==> config.mk <==
export PLATFORM = sky130hd
export DESIGN_NAME = uart_rx_fifo
export DESIGN_NICKNAME = d
export VERILOG_FILES = /design/src/rtl/uart_rx_fifo.sv
export SDC_FILE = /design/constraint.sdc
export NUM_CORES = 1
export LEC_CHECK = 0
export ABC_CLOCK_PERIOD_IN_PS = 4940
export BUFFER_PORTS_ARGS = -buffer_cell sky130_fd_sc_hd__clkbuf_2
export CAP_MARGIN = 5
export CORE_ASPECT_RATIO = 1.4
export CORE_MARGIN = 3
export CORE_UTILIZATION = 50
export CTS_CLUSTER_DIAMETER = 200
export CTS_CLUSTER_SIZE = 14
export DETAILED_ROUTE_END_ITERATION = 12
export GPL_ROUTABILITY_DRIVEN = 1
export HOLD_SLACK_MARGIN = 0.06
export PLACE_DENSITY = 0.78
export RECOVER_POWER = 50
export SLEW_MARGIN = 20
export SYNTH_ARGS = -nofsm -noshare
export SYNTH_HDL_FRONTEND = slang
export SYNTH_SLANG_ARGS = --single-unit
==> constraint.sdc <==
create_clock -name i_clk -period 4.94 [get_ports i_clk]
set_input_delay 1.235 -clock i_clk [delete_from_list [all_inputs] [get_ports i_clk]]
set_output_delay 1.235 -clock i_clk [all_outputs]
set_load 0.02 [all_outputs]
==> src/rtl/uart_rx_fifo.sv <==
// uart_rx_fifo: 8x-oversampled UART receiver feeding an AXI-Stream RX FIFO.
//
// Ports:
//   i_clk, i_rst_n          clock; asynchronous active-low reset
//   i_rxd                   raw serial input, idle high
//   i_prescale              clock cycles per 1/8 bit, captured at each start edge
//   m_axis_tdata/tuser      head entry: received data (LSB first on wire) and its parity error
//   m_axis_tvalid/tready    FIFO not empty / consumer pops the head entry
//   o_fill                  FIFO occupancy, 0..FIFO_DEPTH
//   o_rx_busy               receiver is mid-frame
//   o_frame_error           one-cycle pulse when the stop bit is sampled low
//   o_overrun               one-cycle pulse when a good frame is dropped on a full FIFO
module uart_rx_fifo #(
  parameter int unsigned DATA_BITS  = 8,
  parameter int unsigned PARITY     = 0,
  parameter int unsigned FIFO_DEPTH = 16,
  parameter int unsigned PRESCALE_W = 16
) (
  input  logic                          i_clk,
  input  logic                          i_rst_n,
  input  logic                          i_rxd,
  input  logic [PRESCALE_W-1:0]         i_prescale,
  output logic [DATA_BITS-1:0]          m_axis_tdata,
  output logic                          m_axis_tuser,
  output logic                          m_axis_tvalid,
  input  logic                          m_axis_tready,
  output logic [$clog2(FIFO_DEPTH):0]   o_fill,
  output logic                          o_rx_busy,
  output logic                          o_frame_error,
  output logic                          o_overrun
);

  localparam int unsigned AW = $clog2(FIFO_DEPTH);
  localparam int unsigned CW = PRESCALE_W + 3;
  localparam int unsigned BW = $clog2(DATA_BITS);
  localparam int unsigned EW = DATA_BITS + 1;

  typedef enum logic [2:0] {StIdle, StStart, StData, StParity, StStop} state_e;

  state_e                state_q, state_d;
  logic                  rxd_meta_q, rxd_sync_q, rxd_prev_q;
  logic                  fall;
  logic [PRESCALE_W-1:0] presc_q;
  logic [CW-1:0]         cnt_q, half, full, limit;
  logic                  tick;
  logic [BW-1:0]         bit_q;
  logic                  last_bit;
  logic [DATA_BITS-1:0]  data_q;
  logic                  perr_q, push_q, fe_q, ov_q;

  logic [EW-1:0]         mem [FIFO_DEPTH];
  logic [AW:0]           wptr_q, rptr_q, fill;
  logic [EW-1:0]         head;
  logic                  full_fifo, pop, wr_en;

  // Synchronizer plus one history flop for edge detection. The history flop only
  // sees a 1->0 step after the line was high, so a line stuck low cannot retrigger.
  always_ff @(posedge i_clk or negedge i_rst_n) begin
    if (!i_rst_n) begin
      rxd_meta_q <= 1'b1;
      rxd_sync_q <= 1'b1;
      rxd_prev_q <= 1'b1;
    end else begin
      rxd_meta_q <= i_rxd;
      rxd_sync_q <= rxd_meta_q;
      rxd_prev_q <= rxd_sync_q;
    end
  end

  assign fall = rxd_prev_q & ~rxd_sync_q;

  // Sample strobe: half a bit into START (mid start bit), a full bit elsewhere.
  always_comb begin
    half     = {1'b0, presc_q, 2'b00};
    full     = {presc_q, 3'b000};
    limit    = (state_q == StStart) ? half : full;
    tick     = (state_q != StIdle) && (cnt_q == limit - CW'(1));
    last_bit = (bit_q == BW'(DATA_BITS - 1));
  end

  // FSM: state register
  always_ff @(posedge i_clk or negedge i_rst_n) begin
    if (!i_rst_n) state_q <= StIdle;
    else          state_q <= state_d;
  end

  // FSM: next state
  always_comb begin
    state_d = state_q;
    unique case (state_q)
      StIdle:   if (fall) state_d = StStart;
      StStart:  if (tick) state_d = rxd_sync_q ? StIdle : StData;
      StData:   if (tick && last_bit) state_d = (PARITY != 0) ? StParity : StStop;
      StParity: if (tick) state_d = StStop;
      StStop:   if (tick) state_d = StIdle;
      default:  state_d = StIdle;
    endcase
  end

  // FSM: outputs
  always_comb begin
    o_rx_busy = (state_q != StIdle);
  end

  // Receive datapath
  always_ff @(posedge i_clk or negedge i_rst_n) begin
    if (!i_rst_n) begin
      presc_q <= '0;
      cnt_q   <= '0;
      bit_q   <= '0;
      data_q  <= '0;
      perr_q  <= 1'b0;
      push_q  <= 1'b0;
      fe_q    <= 1'b0;
    end else begin
      push_q <= 1'b0;
      fe_q   <= 1'b0;
      if (state_q == StIdle) begin
        cnt_q <= '0;
        if (fall) presc_q <= (i_prescale == '0) ? PRESCALE_W'(1) : i_prescale;
      end else begin
        cnt_q <= tick ? '0 : cnt_q + CW'(1);
      end
      if (tick) begin
        case (state_q)
          StStart: begin
            bit_q  <= '0;
            perr_q <= 1'b0;
          end
          StData: begin
            data_q <= {rxd_sync_q, data_q[DATA_BITS-1:1]};
            bit_q  <= bit_q + BW'(1);
          end
          StParity: perr_q <= (PARITY == 1) ? ~(^data_q ^ rxd_sync_q) : (^data_q ^ rxd_sync_q);
          StStop: begin
            push_q <= rxd_sync_q;
            fe_q   <= ~rxd_sync_q;
          end
          default: ;
        endcase
      end
    end
  end

  // RX FIFO; pointers carry one extra bit so full and empty are distinguishable.
  always_comb begin
    fill      = wptr_q - rptr_q;
    full_fifo = (fill == (AW + 1)'(FIFO_DEPTH));
    pop       = m_axis_tvalid && m_axis_tready;
    wr_en     = push_q && (!full_fifo || pop);
    head      = mem[rptr_q[AW-1:0]];
  end

  always_ff @(posedge i_clk) begin
    if (wr_en) mem[wptr_q[AW-1:0]] <= {perr_q, data_q};
  end

  always_ff @(posedge i_clk or negedge i_rst_n) begin
    if (!i_rst_n) begin
      wptr_q <= '0;
      rptr_q <= '0;
      ov_q   <= 1'b0;
    end else begin
      if (wr_en) wptr_q <= wptr_q + (AW + 1)'(1);
      if (pop)   rptr_q <= rptr_q + (AW + 1)'(1);
      ov_q <= push_q && full_fifo && !pop;
    end
  end

  // Data outputs are gated so they read zero whenever the FIFO is empty.
  always_comb begin
    m_axis_tvalid = (fill != '0);
    m_axis_tdata  = m_axis_tvalid ? head[DATA_BITS-1:0] : '0;
    m_axis_tuser  = m_axis_tvalid ? head[DATA_BITS] : 1'b0;
    o_fill        = fill;
    o_frame_error = fe_q;
    o_overrun     = ov_q;
  end

endmodule
* Word-level counts from Yosys, hierarchy flattened
Memory sizes are Yosys's and may differ from the RTL's.
Index checks and enable logic that the tools add are counted.
W data, S select, Z words.
** Word-level totals
- Register bits after elaboration :: 66
- Latch bits :: 0
- RAM bits :: 144
- Bits in read-only memories :: 0
- Bits of input ports :: 20
- Output and inout bits :: 18
- Memories kept :: 1
** Cells by class
- Add/sub/neg operators :: 6
- Multipliers :: 0
- Divide/modulo/power cells :: 0
- $lt $le $gt $ge :: 0
- Equal/unequal tests :: 12
- Shifts and indexed selects :: 0
- Mux-type cells :: 21
- Bitwise gates (word level) :: 3
- Reduce and logical (&&, ||, !) cells :: 21
** Memories
- mem :: words 16, bits a word 9, read ports 1, clocked after memory_dff 0, write ports 1, line 51 : logic [EW-1:0] mem [FIFO_DEPTH];
** Operators with widths (count)
- $mux W19 :: 3
- $add A19 B1 Y19 const B :: 1
- $eq A19 B19 Y1 :: 1
- $sub A19 B1 Y19 const B :: 1
- $logic_not A16 Y1 :: 1
- $mux W16 :: 1
- $mux W3 :: 5
- $pmux W3 S5 :: 1
- $add A5 B1 Y5 const B :: 2
- $ne A2 B2 Y1 const B :: 5
- $mux W8 :: 1
- $reduce_and A2 Y1 :: 4
- $reduce_xor A8 Y1 :: 1
- $mux W1 :: 7
- $eq A3 B2 Y1 const B :: 2
- $eq A3 B3 Y1 const B :: 2
- $logic_and A1 B1 Y1 :: 6
- $pmux W3 S2 :: 1
- $eq A5 B5 Y1 const B :: 1
- $reduce_and A5 Y1 :: 1
- $reduce_bool A5 Y1 :: 1
- $sub A5 B5 Y5 :: 1
- $reduce_bool A2 Y1 :: 2
- $add A3 B1 Y3 const B :: 1
- 10 further kinds :: 11

* Longest topological paths before layout
- Depth after elaboration :: 8
- Mapped depth :: 14
- Mapped depth without buffers :: 11

* Worst setup path after synthesis
No wires, ideal clock.
- Path kind :: register to register
- From :: reg state_q[2]
- To :: reg data_q[0]
- Data arrival time :: 3.764 ns
- Setup slack :: 1.051 ns
- Stages on the path, launching flop included :: 15
- Buffers on the path :: 3
- Clock period less this slack :: 3.889 ns
- Cells stage by stage :: dfrtp_1 -> nor3b_2 -> buf_6 -> buf_2 -> mux2i_1 -> ha_1 -> or4b_1 -> a211oi_1 -> nand3_1 -> xnor2_1 -> nor4_1 -> and4bb_1 -> and4b_1 -> buf_2 -> mux2_2
** On the way
- Word-level cells in the longest chain between the ends :: 6
- Elaborated cells between the ends (all ways) :: 8
** Ends and longest elaborated chain
- start: declaration :: line 40 : state_e state_q, state_d;
- start signal: assignment :: line 83 : if (!i_rst_n) state_q <= StIdle;
- start signal: assignment :: line 84 : else state_q <= state_d;
- $eq A3 B1 Y1 :: line 76 : limit = (state_q == StStart) ? half : full;
- $mux W19 :: line 76
- $sub A19 B1 Y19 :: line 77 : tick = (state_q != StIdle) && (cnt_q == limit - CW'(1));
- $eq A19 B19 Y1 :: line 77
- $logic_and A1 B1 Y1 :: line 77
- $reduce_and A2 Y1 (no source line) *
- end signal: assignment :: line 131 : data_q <= {rxd_sync_q, data_q[DATA_BITS-1:1]};
- end: declaration :: line 48 : logic [DATA_BITS-1:0] data_q;
Mark *: on every way between the ends. The rest lies on a longest branch, timed or not.
A chain may end at the register's enable or synchronous reset.

* Final worst setup path
- From :: reg rptr_q[3]
- To :: out m_axis_tdata[2]
** On the way
- Word-level cells in the longest chain between the ends :: 3
- Elaborated cells between the ends (all ways) :: 4
** Ends and longest elaborated chain
- start: declaration :: line 52 : logic [AW:0] wptr_q, rptr_q, fill;
- start signal: assignment :: line 165 : if (pop) rptr_q <= rptr_q + (AW + 1)'(1);
- $sub A5 B5 Y5 :: line 147 : fill = wptr_q - rptr_q;
- $reduce_bool A5 Y1 :: line 172 : m_axis_tvalid = (fill != '0);
- $mux W8 * :: line 173 : m_axis_tdata = m_axis_tvalid ? head[DATA_BITS-1:0] : '0;
- end: declaration :: line 23 : output logic [DATA_BITS-1:0] m_axis_tdata,
Marked as above.

==> flow_metrics.env <==
export IMPL_tightestPinTransition_ns=2.13
export IMPL_worstPathArrival_ns=3.31
export IMPL_count_of_nets_after_finishing=754
export IMPL_mappedNetlistNets=723
export IMPL_dr_pass1_iters=5
export IMPL_cts_tree="done"
export IMPL_layout_drive_gt1_share_pct=16.6
export IMPL_clock_insertion_delay_worst_skew_ns=0.49
export IMPL_pre_cts_ws_ns=0.884
export IMPL_num_antenna_cells=0
export IMPL_crit_fanout=12
export IMPL_ys_async_sr_fraction_pct=31.4
export IMPL_fin_tns_setup_ns=0
export IMPL_final_cells=975
export IMPL_synth_most_common_cell="edfxtp_1"
export IMPL_depth_of_the_most_critical_reg_to_reg_path=12
export IMPL_numCtsBuffers=18
export IMPL_cp_num_cells=8
export IMPL_synthCells=689
export IMPL_p_leak_nw=4.27
export IMPL_finalCritPeriodShare_pct=92.1
export IMPL_drc=0
export IMPL_slew_headroom_pct=-42.2
export IMPL_place_area_um2=10100
export IMPL_crit_path_top_delay_cell="dfrtp_1"
export IMPL_buffer_ports_inserted=37
export IMPL_via_count=5990
export IMPL_crit_path_end_kind="output pin"
export IMPL_die_height_um=171
export IMPL_clock_fmax_mhz=220
export IMPL_num_rows=59
export IMPL_place_inst=944
export IMPL_holdPathStages=0
export IMPL_critical_path_top_delay_family="buffers and inverters"
export IMPL_ctsLongestPathBuffers=3
export IMPL_ctsRootBufferMaster="clkbuf_16"
export IMPL_final_max_slew_violation_count=69
export IMPL_floorplan_initialDensity_pct=51.4
export IMPL_netlist_top_cell_by_area="edfxtp_1"
export IMPL_final_hold_viol_count=0
export IMPL_post_cts_resized=0
export IMPL_antenna_found_initial=0
export IMPL_synth_seq_cells=210
export IMPL_critPathMaxStageDelay_ns=0.64
export IMPL_all_layer_gr_usage_pct=20.2
export IMPL_ys_warn_count=0
export IMPL_outcome="complete, but fails checks"
export IMPL_synth_area_per_cell_um2=14.1
export IMPL_ys_top_cells_by_area="edfxtp_1 45%, dfrtp_1 16%, mux2i_1 5.0%, mux4_2 4.2%, xnor2_1 3.0%"
export IMPL_gp_congestion=0.890
export IMPL_largest_net_degree_at_the_start_of_global_routing=58
export IMPL_cts_htree_levels=1
export IMPL_drt_wl_total_mm=20.6
export IMPL_floorplan_core_area_um2=18800
export IMPL_final_design_area_no_fill_um2=10600
export IMPL_hpwl_mm=13.8
export IMPL_synth_enable_flop_cells=144
export IMPL_synthFlopType="edfxtp_1"
export IMPL_setup_viol=0
export IMPL_viasPerCell=6.14
export IMPL_cts_hold_fix_buffers=0
export IMPL_irDropWorstVdd_mv=0.273
export IMPL_worstSetupStartpointType="flip-flop"
export IMPL_fp_dieArea_um2=21100
export IMPL_drv_max_cap_violation_count=2
export IMPL_final_period_minus_worst_setup_slack_ns=4.55
export IMPL_powerDensity_nw_per_um2=462
export IMPL_violations="max-capacitance violations, max-slew violations"
export IMPL_final_setup_worst_slack_ns=0.391
export IMPL_avgRoutedWirePerCell_um=21.2
export IMPL_detail_route_antenna_nets=0
export IMPL_grt_pass1_vias=6142
export IMPL_overflow=0
export IMPL_worst_setup_hold_path_clk_slew_ns=0.07
export IMPL_postCtsSetupRepairBufs=0
export IMPL_first_pass_grt_wire_length_mm=32.9
export IMPL_worstHoldPathType="flip-flop to flip-flop"
export IMPL_synth_seq_area_share_pct=61.8
export IMPL_design_portCount=38
export IMPL_synth_top_cells_by_count="144 x edfxtp_1, 63 x dfrtp_1, 48 x mux2i_1"
export IMPL_cts_sinks=210
export IMPL_ys_types=73
export IMPL_rsz0062_at_grt="false"
export IMPL_required_ns=3.70
export IMPL_clock_skew_ns=0.0174
export IMPL_area_delta_synth_final_pct=9.43
export IMPL_mappedNetlistArea_um2=9680
export IMPL_critical_path_buf_inv_count=3
export IMPL_criticalPathCategory="flip-flop to output pin"
export IMPL_die_extent_in_x_um=124
export IMPL_number_of_design_rule_violations_left_by_the_first_detailed_router_iteration=543
export IMPL_fillerInstances=1448
export IMPL_crit_chain="clkinv_1 > ha_1 > a21oi_1 > xnor2_1 > nor4b_2 > buf_4 > nor3_1 > clkbuf_2"
export IMPL_synthDominantCellAreaShare_pct=44.7
==> cell type report <==
class	instances	area (µm²)	area share (%)
clock inverter	1	16.3	0.154
clock buffer	30	495	4.68
timing repair buffer	46	245	2.31
sequential	210	5980	56.4
inverter	19	71.3	0.673
multi-input combinational	425	3480	32.9
tap	244	305	2.88
==> where the power goes <==
group / leakage (nW) / internal, W / total (W) / switching [W]
Clock: 0.243 / 0.000688 / 0.00127 / 0.000584
Combinational: 1.54 / 0.000602 / 0.00146 / 0.000856
Sequential: 2.49 / 0.00196 / 0.00217 / 0.000206
Total: 4.27 / 0.00325 / 0.00490 / 0.00165
==> layer usage <==
metal / track usage [%] / vias up / part of all wire (%)
li1: - / 2702 / -
met1: 23.7 / 3017 / 37
met2: 36.2 / 217 / 54
met3: 2.55 / 54 / 4.5
met4: 9.35 / 0 / 4.5
met5: 0 / - / 0
==> registers in the layout, summed over array words and instances, names as in the netlist, 3 cells and up <==
name / cells
cnt_q: 19
wptr_q: 5
data_q: 8
mem: 144
rptr_q: 5
state_q: 3
bit_q: 3
presc_q: 16
==> metrics by stage <==
step           hold slack, ns  utilization [%]  total power [W]
2_1_floorplan           0.345                -          0.00325
3_3_place_gp            0.353             53.6          0.00361
3_5_place_dp            0.351             53.6          0.00365
4_1_cts                 0.357             56.3          0.00492
5_1_grt                 0.367             56.3          0.00514
6_report                0.364             56.3          0.00490
==> layout by cell type, fill, tap and decap left out, types with 3 or more instances in the layout <==
master,count
xnor2_1,33
ha_1,13
xor2_1,24
clkbuf_1,16
clkbuf_16,18
nor2b_1,3
o22ai_1,10
nand2_1,26
mux4_2,18
mux2_2,24
mux2i_1,48
nor2_1,42
inv_1,17
a21o_1,4
clkbuf_2,34
nor4_1,8
a31oi_1,4
a21oi_1,17
nand3_1,16
o211ai_1,4
or3_1,5
edfxtp_1,144
o221ai_1,18
dfrtp_1,62
nand3b_1,5
a211oi_1,6
buf_4,8
nand4_1,9
o21ai_0,11
and3_1,7
nor3_1,22
==> kinds of logic (layout without fill, tap and decap cells) <==
kind of cell,count (synthesis),count (layout),share of synthesized area (%)
buffers and inverters,54,96,2.35
AND/OR/NAND/NOR,172,172,9.96
multiplexers,90,90,11.9
flip-flops,210,210,61.8
adder cells (fa/ha/maj),14,14,1.89
AO/OA/AOI/OAI,92,92,6.94
XOR/XNOR,57,57,5.16
==> worst paths after layout <==
| check | slack, ns | endpoint | start |
|---|---|---|---|
| worst max-delay path | 0.39 | m_axis_tdata[2] | rptr_q[3] |
| worst min-delay path | 0.36 | rxd_sync_q | rxd_meta_q |
| worst max register to register | 0.83 | data_q[0] | state_q[0] |
| worst min register to register | 0.36 | rxd_sync_q | rxd_meta_q |
| max in group asynchronous | 0.97 | rptr_q[0] | i_rst_n |
| min in group asynchronous | 1.13 | presc_q[8] | i_rst_n |
(Power assumes the default switching activity.)
